$ cat src/rtl/opb_register_bank_simulink2ppc.sv
// OPB slave register bank: snapshots N_CHANNELS user words (continuous or armed one-shot) for PPC readback.
// Optional build macro COHERENT_READ_EN: a CH0 read latches a read shadow that CH1..CH(N-1) reads return.
module opb_register_bank_simulink2ppc #(
    parameter logic [0:31] C_BASEADDR   = 32'h00000000,
    parameter logic [0:31] C_HIGHADDR   = 32'h000000FF,
    parameter int          C_OPB_AWIDTH = 32,
    parameter int          C_OPB_DWIDTH = 32,
    parameter              C_FAMILY     = "virtex5",
    parameter int          N_CHANNELS   = 4
) (
    input  logic                                 OPB_Clk,
    input  logic                                 OPB_Rst,
    input  logic [0:C_OPB_AWIDTH-1]              OPB_ABus,
    input  logic [0:C_OPB_DWIDTH/8-1]            OPB_BE,
    input  logic [0:C_OPB_DWIDTH-1]              OPB_DBus,
    input  logic                                 OPB_RNW,
    input  logic                                 OPB_select,
    input  logic                                 OPB_seqAddr,
    output logic [0:C_OPB_DWIDTH-1]              Sl_DBus,
    output logic                                 Sl_xferAck,
    output logic                                 Sl_errAck,
    output logic                                 Sl_retry,
    output logic                                 Sl_toutSup,
    input  logic [N_CHANNELS*C_OPB_DWIDTH-1:0]   user_data_in,
    input  logic                                 user_valid,
    output logic                                 capture_done
);

    localparam int AW = C_OPB_AWIDTH;
    localparam int DW = C_OPB_DWIDTH;

    typedef enum logic [1:0] {
        ST_IDLE = 2'd0,
        ST_ACK  = 2'd1,
        ST_WAIT = 2'd2
    } state_t;

    state_t          state_r;
    logic            mode_r;
    logic            armed_r;
    logic            done_r;
    logic [15:0]     cnt_r;
    logic [DW-1:0]   snap_r [N_CHANNELS];

    logic [5:0]      off_s;
    logic            bus_go_s;
    logic            ctrl_wr_s;
    logic            wr_mode_s;
    logic            arm_s;
    logic            mode_chg_s;
    logic            cap_cont_s;
    logic            cap_shot_s;
    logic            load_s;
    logic [DW-1:0]   rd_data_s;
    logic            unused_s;

    assign Sl_errAck    = 1'b0;
    assign Sl_retry     = 1'b0;
    assign Sl_toutSup   = 1'b0;
    assign capture_done = done_r;

    assign unused_s = ^{OPB_BE, OPB_seqAddr, OPB_ABus[AW-2:AW-1], C_HIGHADDR, C_FAMILY};

    // Word offset within the 256-byte window; only the top 24 address bits select the bank.
    assign off_s      = OPB_ABus[AW-8:AW-3];
    assign bus_go_s   = OPB_select && (state_r == ST_IDLE) &&
                        (OPB_ABus[0:AW-9] == C_BASEADDR[0:AW-9]);
    assign ctrl_wr_s  = bus_go_s && !OPB_RNW && (off_s == 6'd0);
    assign wr_mode_s  = OPB_DBus[DW-1];
    assign mode_chg_s = ctrl_wr_s && (wr_mode_s != mode_r);
    // Arm only matters when the resulting mode is one-shot; an arm write blocks capture on its own edge.
    assign arm_s      = ctrl_wr_s && OPB_DBus[DW-2] && wr_mode_s;
    assign cap_cont_s = !mode_r && user_valid;
    assign cap_shot_s = mode_r && armed_r && user_valid && !arm_s;
    assign load_s     = cap_cont_s || cap_shot_s;

`ifdef COHERENT_READ_EN
    logic [DW-1:0] shadow_r [N_CHANNELS];

    // Read shadow: every snapshot copied when CH0 is read.
    always_ff @(posedge OPB_Clk or posedge OPB_Rst) begin
        if (OPB_Rst) begin
            for (int i = 0; i < N_CHANNELS; i++) shadow_r[i] <= {DW{1'b0}};
        end else if (bus_go_s && OPB_RNW && (off_s == 6'd2)) begin
            for (int i = 0; i < N_CHANNELS; i++) shadow_r[i] <= snap_r[i];
        end else begin
            for (int i = 0; i < N_CHANNELS; i++) shadow_r[i] <= shadow_r[i];
        end
    end
`endif

    // Read data mux over the register map.
    always_comb begin
        rd_data_s = {DW{1'b0}};
        case (off_s)
            6'd0: begin
                rd_data_s[0] = mode_r;
            end
            6'd1: begin
                rd_data_s[31:16] = cnt_r;
                rd_data_s[0]     = done_r;
            end
            default: begin
                for (int i = 0; i < N_CHANNELS; i++) begin
                    if (off_s == 6'(i + 2)) begin
`ifdef COHERENT_READ_EN
                        if (i == 0) begin
                            rd_data_s = snap_r[i];
                        end else begin
                            rd_data_s = shadow_r[i];
                        end
`else
                        rd_data_s = snap_r[i];
`endif
                    end else begin
                        rd_data_s = rd_data_s;
                    end
                end
            end
        endcase
    end

    // Bus FSM: one ack per select assertion, read data only present during the ack cycle.
    always_ff @(posedge OPB_Clk or posedge OPB_Rst) begin
        if (OPB_Rst) begin
            state_r    <= ST_IDLE;
            Sl_xferAck <= 1'b0;
            Sl_DBus    <= {DW{1'b0}};
        end else begin
            case (state_r)
                ST_IDLE: begin
                    if (bus_go_s) begin
                        state_r    <= ST_ACK;
                        Sl_xferAck <= 1'b1;
                        Sl_DBus    <= OPB_RNW ? rd_data_s : {DW{1'b0}};
                    end else begin
                        state_r    <= ST_IDLE;
                        Sl_xferAck <= 1'b0;
                        Sl_DBus    <= {DW{1'b0}};
                    end
                end
                ST_ACK: begin
                    state_r    <= ST_WAIT;
                    Sl_xferAck <= 1'b0;
                    Sl_DBus    <= {DW{1'b0}};
                end
                ST_WAIT: begin
                    state_r    <= OPB_select ? ST_WAIT : ST_IDLE;
                    Sl_xferAck <= 1'b0;
                    Sl_DBus    <= {DW{1'b0}};
                end
                default: begin
                    state_r    <= ST_IDLE;
                    Sl_xferAck <= 1'b0;
                    Sl_DBus    <= {DW{1'b0}};
                end
            endcase
        end
    end

    // Control, status and snapshot registers.
    always_ff @(posedge OPB_Clk or posedge OPB_Rst) begin
        if (OPB_Rst) begin
            mode_r  <= 1'b0;
            armed_r <= 1'b0;
            done_r  <= 1'b0;
            cnt_r   <= 16'd0;
            for (int i = 0; i < N_CHANNELS; i++) snap_r[i] <= {DW{1'b0}};
        end else begin
            mode_r <= ctrl_wr_s ? wr_mode_s : mode_r;

            if (arm_s) begin
                armed_r <= 1'b1;
            end else if (mode_chg_s || cap_shot_s) begin
                armed_r <= 1'b0;
            end else begin
                armed_r <= armed_r;
            end

            if (arm_s || mode_chg_s) begin
                done_r <= 1'b0;
            end else if (cap_shot_s) begin
                done_r <= 1'b1;
            end else begin
                done_r <= done_r;
            end

            if (load_s) begin
                cnt_r <= cnt_r + 16'd1;
                for (int i = 0; i < N_CHANNELS; i++) snap_r[i] <= user_data_in[DW*i +: DW];
            end else begin
                cnt_r <= cnt_r;
                for (int i = 0; i < N_CHANNELS; i++) snap_r[i] <= snap_r[i];
            end
        end
    end

endmodule
$ cat config.mk
export PLATFORM = sky130hd
export DESIGN_NAME = opb_register_bank_simulink2ppc
export DESIGN_NICKNAME = d
export VERILOG_FILES = /design/src/rtl/opb_register_bank_simulink2ppc.sv
export SDC_FILE = /design/constraint.sdc
export NUM_CORES = 1
export LEC_CHECK = 0
export ABC_CLOCK_PERIOD_IN_PS = 6200
export BUFFER_PORTS_ARGS = -buffer_cell sky130_fd_sc_hd__buf_2
export CAP_MARGIN = 20
export CELL_PAD_IN_SITES_DETAIL_PLACEMENT = 1
export CELL_PAD_IN_SITES_GLOBAL_PLACEMENT = 1
export CORE_AREA = 2 2 164 166
export DETAILED_ROUTE_END_ITERATION = 10
export DIE_AREA = 0 0 166 168
export HOLD_SLACK_MARGIN = 0.1
export PLACE_DENSITY_LB_ADDON = 0.12
export SKIP_CTS_REPAIR_TIMING = 1
export SYNTH_ARGS = -nofsm -noshare
export SYNTH_HDL_FRONTEND = slang
export SYNTH_SLANG_ARGS = --single-unit
$ cat constraint.sdc
create_clock -name OPB_Clk -period 6.2 [get_ports OPB_Clk]
set_input_delay 1.24 -clock OPB_Clk [delete_from_list [all_inputs] [get_ports OPB_Clk]]
set_output_delay 1.24 -clock OPB_Clk [all_outputs]
set_load 0.05 [all_outputs]
==> results of run 1 <==
## layout make-up
cell class | instances | area share [%]
Clock inverter | 13 | 1.70
Timing Repair Buffer | 203 | 10.3
Antenna cell | 2 | 0.0494
Multi-Input combinational cell | 358 | 34.5
Clock buffer | 18 | 4.24
Inverter | 5 | 0.259
Tap cell | 341 | 4.21
Sequential cell | 181 | 44.7
## synthesized netlist by cell type, types with 6 or more instances
library cell | instances | area (sq um)
xnor2_1 | 9 | 78.8
a22oi_1 | 13 | 97.6
mux2_4 | 100 | 1500
a222oi_1 | 16 | 160
clkbuf_1 | 9 | 33.8
o21ai_0 | 7 | 35.0
mux2_2 | 47 | 529
nor2_2 | 10 | 62.6
mux2i_1 | 14 | 140
nor2_1 | 29 | 109
buf_6 | 12 | 135
a21oi_1 | 33 | 165
dfrtp_1 | 181 | 4530
xor2_1 | 6 | 52.6
nand2_1 | 13 | 48.8
buf_2 | 7 | 35.0
nor3_1 | 6 | 30.0
## logic make-up (layout without fill, tap and decap cells)
logic type               after synthesis  count (layout)  share of synthesized area [%]
other                                  1               5                         0.0453
multiplexers                         161             161                           26.2
adder cells (fa/ha/maj)                1               1                          0.151
XOR/XNOR                              15              15                           1.59
buffers and inverters                 42             239                           3.33
flip-flops                           181             181                           54.7
AO/OA/AOI/OAI                         84              84                           7.11
AND/OR/NAND/NOR                       94              94                           6.83
## final timing paths
path | depth (start not counted) | end | slack [ns]
setup / recovery | 7 | snap_r[21] | 2.56
hold / removal | 1 | cnt_r[15] | 0.49
setup reg to reg | 6 | snap_r[21] | 3.19
hold reg to reg | 1 | cnt_r[15] | 0.49
max in group asynchronous | 4 | snap_r[38] | 4.00
min in group asynchronous | 2 | snap_r[109] | 0.81
## layer usage
layer	global-route usage, %	vias up	part of all wire (%)
li1	-	2486	-
met1	21.3	2813	44
met2	27.9	122	50
met3	4.23	20	4.5
met4	4.20	6	1.2
met5	0	-	0.19
## sequential cells by signal, summed over array words and instances (netlist names)
register and cells:
cnt_r 16, Sl_DBus 32, mode_r 1, Sl_xferAck 1
armed_r 1, capture_done 1, state_r 1, snap_r 128
## metrics by stage
stage	cell area [sq um]	power, mW	std cells	utilization (%)	hold slack [ns]
2_1_floorplan	8280	1.37	581	-	0.446
3_3_place_gp	9500	1.45	1087	36.0	0.466
3_5_place_dp	9500	1.46	1087	36.0	0.476
4_1_cts	10100	2.60	1118	38.3	0.484
5_1_grt	10100	2.68	1119	38.4	0.526
6_report	10100	2.56	1121	38.5	0.489
## worst reg2reg max path, stage by stage, from the launching register on
cell	delay, ns
dfrtp_1	0.41
nor4b_2	0.32
and4_4	0.31
a31o_1	0.27
nand2_8	0.53
buf_4	0.64
mux2_4	0.43
## power by group through the flow
stage               clock [mW]  combinational [mW]  sequential (mW)
floorplan                    0               0.107             1.26
global placement             0               0.182             1.27
detailed placement           0               0.188             1.27
CTS                       1.16               0.189             1.25
global route              1.22               0.206             1.25
finish                    1.13               0.186             1.25
==> impl_results.md, run 1 <==
* Clk_skew at a little under 0.01 ns
* Top_reg_cell synth: dfrtp_1
* Fillers at 2830
* Critical path's top delay family: simple AND/OR/NAND/NOR gates
* Largest net degree at the start of global routing at around 140
* Core Area at 0.0264 sq mm
* Reg power frac at around half
* Worst setup EP type: flip-flop
* Final period demand of the worst path at 3.64 ns
* Hold Path Class: reg -> reg
* First-pass GRT wire length at ~36 mm
* HPWL Detailed at roughly 15 mm
* Cell Area, Synth at just over 0.008 sq mm
* Layout net count at 969
* Clock latency at the later pin of the worst-skew pair at between 0.4 and 0.5 ns
* MaxCap Viol Count at 0
* Asr flop ratio synth at 100%
* Avg Inst Size Synth at 14.3 sq um
* WP buf/inv at 2
* Clock Sinks at ~180
* Worst EP required at 6.51 ns
* Post-route ant nets at 0
* Crit start category: input port
* Longest Clk Path Bufs at 2
* Place WS at about 2.1 ns
* Syn. warnings at 0
* Storage cell area at about 0.0045 sq mm
* Post-DR wirelength/cell at 20.1 um
* DR DRC count at 0
* GR Overflow Total at 0
* PortBufs at around 200
* Clock power share at a little over two fifths
* Worst Tran Pin Value at roughly 1.0 ns
* P_sw at between 500 and 600 uW
* Root Driver: clkbuf_16
* Initial antenna violation count at 4
* Final WL at 22.5 mm
* # IOs at 239
* Post-Syn Instances at about 580
* H-tree Lvls at 4
* DRT iter0 DRCs at 312
* Final period util at approximately three fifths
* Setup_tns at 0 ns
* CP arrival at ~4.0 ns
* Status: complete, no violations
* Crit-path max FO at a little over 90
* Sequential area share after synthesis at a little over half
* Reg-to-reg critical path startpoint: Sl_xferAck
* Layout cell share with drive strength beyond 1 at between 50% and 60%
* WS Path Type: in -> reg
* Sw Ratio at between 20% and 30%
* Peak Freq at about 270 MHz
* Yosys cell types at 50
* Number of setup violations in the final report at 0
* P&R area growth vs syn at 22.4%
* Peak supply drop at 0.142 mV
* First-pass detailed-route iteration total at 5
* Std cell rows at 60
* Hold path startpoint: cnt_r[15]
* Die area at roughly 0.028 sq mm
* Final Slew Violations at 0
* CP max stage delay at between 0.5 and 0.6 ns
* CTS tree: yes
* Drt via density at 4.86
* Commonest non-fill, non-tap cell in the layout: buf_2
* EDFF count, synth at 0
* Pwr dens at 253 mW/mm^2
* Final RePlAce weighted congestion at 0.768
* Final setup margin at 2.56 ns
* CP Cell Sequence: buf_2 > nor4_2 > and4_1 > a31o_1 > nand2_8 > buf_4 > mux2_4
* Slew HR at between 30% and 40%
* Die Ht at roughly 170 um
* Overall Global Routing Usage at ~17%
* Via count at between 5000 and 6000
* Worst-path clk slew at 0.07 ns
* RSZ-0062 raised after global routing: no
* Area of the multi-input gates at ~0.0035 sq mm
* Combinational fraction of design power at under 10%
* Internal power at just under 2 mW
* Die width at about 170 um
* Critical-path top delay cell: buf_4
* Crit path from: OPB_ABus[24]
* Most frequent cells in the layout: buf_2 (198), dfrtp_1 (181), mux2_4 (100)
* Vias in the first global route at approximately 6000
* Final Hold Viols at 0
* Seq cells post-synth at 181
* Num CTS Buffers at 17
* Initial Util at between 30% and 40%
* Leakage at between 4 and 5 nW
(Power assumes the default switching activity.)
==> inputs of run 2 (changes only) <==
ABC_CLOCK_PERIOD_IN_PS = 3200   (was 6200)
clock period = 3.2 ns   (was 6.2 ns; I/O delays follow)
==> impl_results.md, run 2 (synthesis results as in run 1) <==
* Post-route ant nets at 0
* Critical-path top delay cell: buf_12
* H-tree Lvls at 4
* Initial antenna violation count at 2
* Crit-path max FO at 130
* DR DRC count at 0
* Most frequent cells in the layout: buf_2 (198), dfrtp_1 (181), mux2_4 (100)
* Worst Reg-to-Reg Cells at 6
* Biggest regs: snap_r x128, Sl_DBus x32, cnt_r x16
* Crit start category: input port
* Core Area at 0.0264 sq mm
* Critical path's top delay family: buffers and inverters
* Fin area at 0.0102 sq mm
* Initial Util at a little under a third
* Clock latency at the later pin of the worst-skew pair at 0.42 ns
* WP buf/inv at 2
* P&R area growth vs syn at 23.3%
* Reg-to-reg critical path startpoint: state_r[1]
* Fillers at roughly 2800
* Worst EP required at about 3.5 ns
* CP Cell Sequence: buf_2 > nor3_1 > and4_1 > a31o_1 > nand2_8 > buf_12 > mux2_2
* Die area at approximately 0.028 sq mm
* Final Slew Violations at 0
* Worst-path clk slew at roughly 0.07 ns
* Clock Sinks at ~180
* Peak Freq at around 400 MHz
* Via count at ~5500
* PortBufs at around 200
* Layout net count at 977
* Slew HR at 33.2%
* Vias in the first global route at 6145
* Leakage at around 4.8 nW
* CP arrival at around 2.8 ns
* WS Path Type: in -> reg
* GR Overflow Total at 0
* Std cell rows at 60
* Dpl cell area at approximately 0.0096 sq mm
* Commonest non-fill, non-tap cell in the layout: buf_2
* Post-DR wirelength/cell at around 20 um
* Final RePlAce weighted congestion at between 0.7 and 0.8
* Clk_skew at about 0.011 ns
* Die Ht at approximately 170 um
* Final Hold Viols at 0
* RSZ-0062 raised after global routing: no
* # IOs at ~240
* Worst setup EP type: flip-flop
* Overall Global Routing Usage at 16.3%
* Number of setup violations in the final report at 0
* Final period demand of the worst path at 2.45 ns
* Setup_tns at 0 ns
* DRT iter0 DRCs at 277
* Drt via density at just under 5
* Worst reg2reg path endpoint: snap_r[101]
* First-pass detailed-route iteration total at 4
* Peak supply drop at ~0.31 mV
* Register bank with the most flops: snap_r
* Num CTS Buffers at 17
* Root Driver: clkbuf_16
* Longest Clk Path Bufs at 2
* Largest net degree at the start of global routing at approximately 130
* Die width at between 150 and 200 um
* Final WL at 22.4 mm
* R2r setup slk at roughly 0.80 ns
* CP max stage delay at 0.67 ns
* Hold Path Class: in -> async
* Worst Tran Pin Value at about 1 ns
* Status: complete, no violations
* Max FFs per register at 128
* Pwr dens at between 400 and 500 mW/mm^2
* Layout cell share with drive strength beyond 1 at 52.3%
* HPWL Detailed at roughly 15 mm
* CTS tree: yes
* First-pass GRT wire length at roughly 35 mm
* Min Hold Slack at 0.137 ns
* Final period util at between 70% and 80%
* MaxCap Viol Count at 0
run 2: where the power goes:
group | switching (mW) | internal [mW] | total (mW)
clock network | 0.948 | 1.16 | 2.11
registers | 0.0497 | 2.37 | 2.42
logic | 0.158 | 0.211 | 0.369
total | 1.16 | 3.74 | 4.90
run 2: how the worst max path moves through the flow:
stage	start	endpoint	slack [ns]	depth (start not counted)
6_report	OPB_ABus[26]	snap_r[37]	0.75	7
4_1_cts	OPB_ABus[26]	snap_r[37]	0.81	7
5_1_grt	OPB_ABus[26]	snap_r[37]	0.69	7
3_5_place_dp	OPB_ABus[26]	snap_r[44]	0.34	7
2_1_floorplan	OPB_Rst	Sl_DBus[0]	0.24	1
3_3_place_gp	OPB_ABus[26]	snap_r[40]	0.40	7
run 2: metal layers:
layer,global-route usage [%],wire length [um]
met1,21.2,10100
met2,27.6,11100
met3,3.95,923
met4,3.78,198
met5,0,23
run 2: through the flow:
stage               cells  util (%)  setup slack [ns]  total power, mW
detailed placement   1095      36.4             0.341             2.84
global placement     1095      36.4             0.398             2.82
global route         1127      38.7             0.693             5.12
floorplan             581         -             0.237             2.65
finish               1128      38.7             0.750             4.90
CTS                  1126      38.6             0.812             4.98
run 2: cell type report:
cell class	count	area (sq um)	area share (%)
diodes	1	2.50	0.0245
clock buffers	18	429	4.21
clock inverters	13	149	1.46
inverters	5	22.5	0.221
multi-input cells	358	3490	34.2
flip-flops and latches	181	4530	44.4
well taps	341	427	4.18
repair buffers	211	1150	11.3
==> inputs of run 3 (changes only) <==
ABC_CLOCK_PERIOD_IN_PS = 2550   (was 3200)
clock period = 2.55 ns   (was 3.2 ns; I/O delays follow)
==> impl_results.md, run 3 (synthesis results as in run 1) <==
* Status: complete, no violations
* Met1 wire length at just over 10 mm
* Post-route ant nets at 0
* Worst EP required at 2.87 ns
* Crit start category: flip-flop
* # IOs at ~240
* HPWL Detailed at around 16 mm
* Num CTS Buffers at 17
* Layout cell share with drive strength beyond 1 at approximately 53%
* Final Slew Violations at 0
* Area of the multi-input gates at roughly 0.0035 sq mm
* Std cell rows at 60
* Final Hold Viols at 0
* Die width at between 150 and 200 um
* P&R area growth vs syn at 25.1%
* Overall Global Routing Usage at between 15 and 20%
* H-tree Lvls at 4
* First-pass GRT wire length at approximately 37 mm
* MaxCap Viol Count at 0
* Leakage at ~5 nW
* Total power at between 6 and 7 mW
* DRT iter0 DRCs at between 200 and 300
* WS Path Type: reg -> reg
* Peak supply drop at approximately 0.34 mV
* Pwr dens at about 610 mW/mm^2
* Reg-to-reg critical path startpoint: Sl_xferAck
* Worst-path clk slew at around 0.07 ns
* Root Driver: clkbuf_16
* Final period util at a little over four fifths
* Layout net count at around 990
* Vias in the first global route at 6421
* Die Ht at 168 um
* Clk_skew at around 0.011 ns
* RSZ-0062 raised after global routing: no
* WL met2 at ~11 mm
* Most frequent cells in the layout: buf_2 (198), dfrtp_1 (181), mux2_4 (100)
* Storage cell area at between 0.004 and 0.005 sq mm
* Crit-path max FO at 17
* Final RePlAce weighted congestion at 0.775
* Highest metal layer with signal wires: met5
* DR DRC count at 0
* PortBufs at a little under 200
* Final period demand of the worst path at 2.16 ns
* Final WL at approximately 23 mm
* Largest net degree at the start of global routing at 39
* Drt via density at slightly below 5
* CTS tree: yes
* Clock Sinks at around 180
* Via count at between 5000 and 6000
* Clock latency at the later pin of the worst-skew pair at approximately 0.43 ns
* Core Area at between 0.02 and 0.03 sq mm
* Initial Util at about a third
* R2r setup slk at 0.39 ns
* Post-DR wirelength/cell at approximately 20 um
* Commonest non-fill, non-tap cell in the layout: buf_2
* Min Hold Slack at 0.144 ns
* First-pass detailed-route iteration total at 7
* Slew HR at between 30% and 40%
* CP arrival at 2.48 ns
* Setup_tns at 0 ns
* Final Util at roughly 39%
* ANT cells at 0
* Worst Reg-to-Reg Cells at 6
* Register bank with the most flops: snap_r
* GR Overflow Total at 0
* Fillers at around 2800
* Number of setup violations in the final report at 0
* Worst setup EP type: flip-flop
* Initial antenna violation count at 3
* Longest Clk Path Bufs at 2
* Max FFs per register at about 130
* Hold Path Class: in -> async
* Die area at roughly 0.028 sq mm
* Biggest regs: snap_r x128, Sl_DBus x32, cnt_r x16
* Worst Tran Pin Value at 0.976 ns
* Worst reg2reg path endpoint: snap_r[20]
* Peak Freq at 462 MHz
* Met3 wire len at approximately 1.1 mm
-- run 3: cell types whose count changed in the layout (fill, tap and decap cells not counted), moves of 2 or more --
cell and change:
buf_12 +3, buf_4 +5, bufinv_16 +2, clkinvlp_4 -2
-- run 3: how the worst max path moves through the flow --
stage / startpoint / cells past startpoint / end / slack (ns)
6_report: Sl_xferAck / 6 / snap_r[20] / 0.39
5_1_grt: Sl_xferAck / 6 / snap_r[19] / 0.32
4_1_cts: Sl_xferAck / 6 / snap_r[19] / 0.37
3_5_place_dp: OPB_ABus[24] / 7 / snap_r[20] / 0.08
3_3_place_gp: OPB_ABus[24] / 7 / snap_r[18] / 0.10
2_1_floorplan: OPB_Rst / 1 / Sl_DBus[0] / -0.28
-- run 3: final cells by class --
type | instances | share of cell area (%)
flip-flops and latches | 181 | 43.7
multi-input cells | 358 | 33.7
repair buffers | 219 | 12.1
clock buffers | 18 | 4.24
well taps | 341 | 4.12
clock inverters | 13 | 1.87
inverters | 5 | 0.217
-- run 3: stage by stage --
| step | instance area (sq um) | std cells | worst slack, ns |
|---|---|---|---|
| 5_1_grt | 10400 | 1135 | 0.319 |
| 3_3_place_gp | 9720 | 1104 | 0.101 |
| 2_1_floorplan | 8290 | 581 | -0.283 |
| 6_report | 10400 | 1135 | 0.387 |
| 3_5_place_dp | 9720 | 1104 | 0.0846 |
| 4_1_cts | 10400 | 1135 | 0.374 |
-- run 3: report_power, final --
group          total [mW]  switching, mW  leakage [nW]  internal [mW]
clock                2.86           1.18         0.301           1.68
sequential           3.04         0.0610          2.38           2.97
combinational       0.468          0.201          2.20          0.267
-- run 3: worst max-delay path, stage by stage, from the launching register on --
cell and delay [ns]:
dfrtp_1 0.42, nor4b_2 0.34, and4_4 0.31, a31o_1 0.26
nand2_8 0.11, buf_4 0.25, mux2_4 0.33
-- run 3: layer usage --
metal  GRT usage (%)  up-vias
met4            4.73        6
li1                -     2511
met3            4.56       30
met2            27.6      134
met1            22.2     2878
met5               0        -
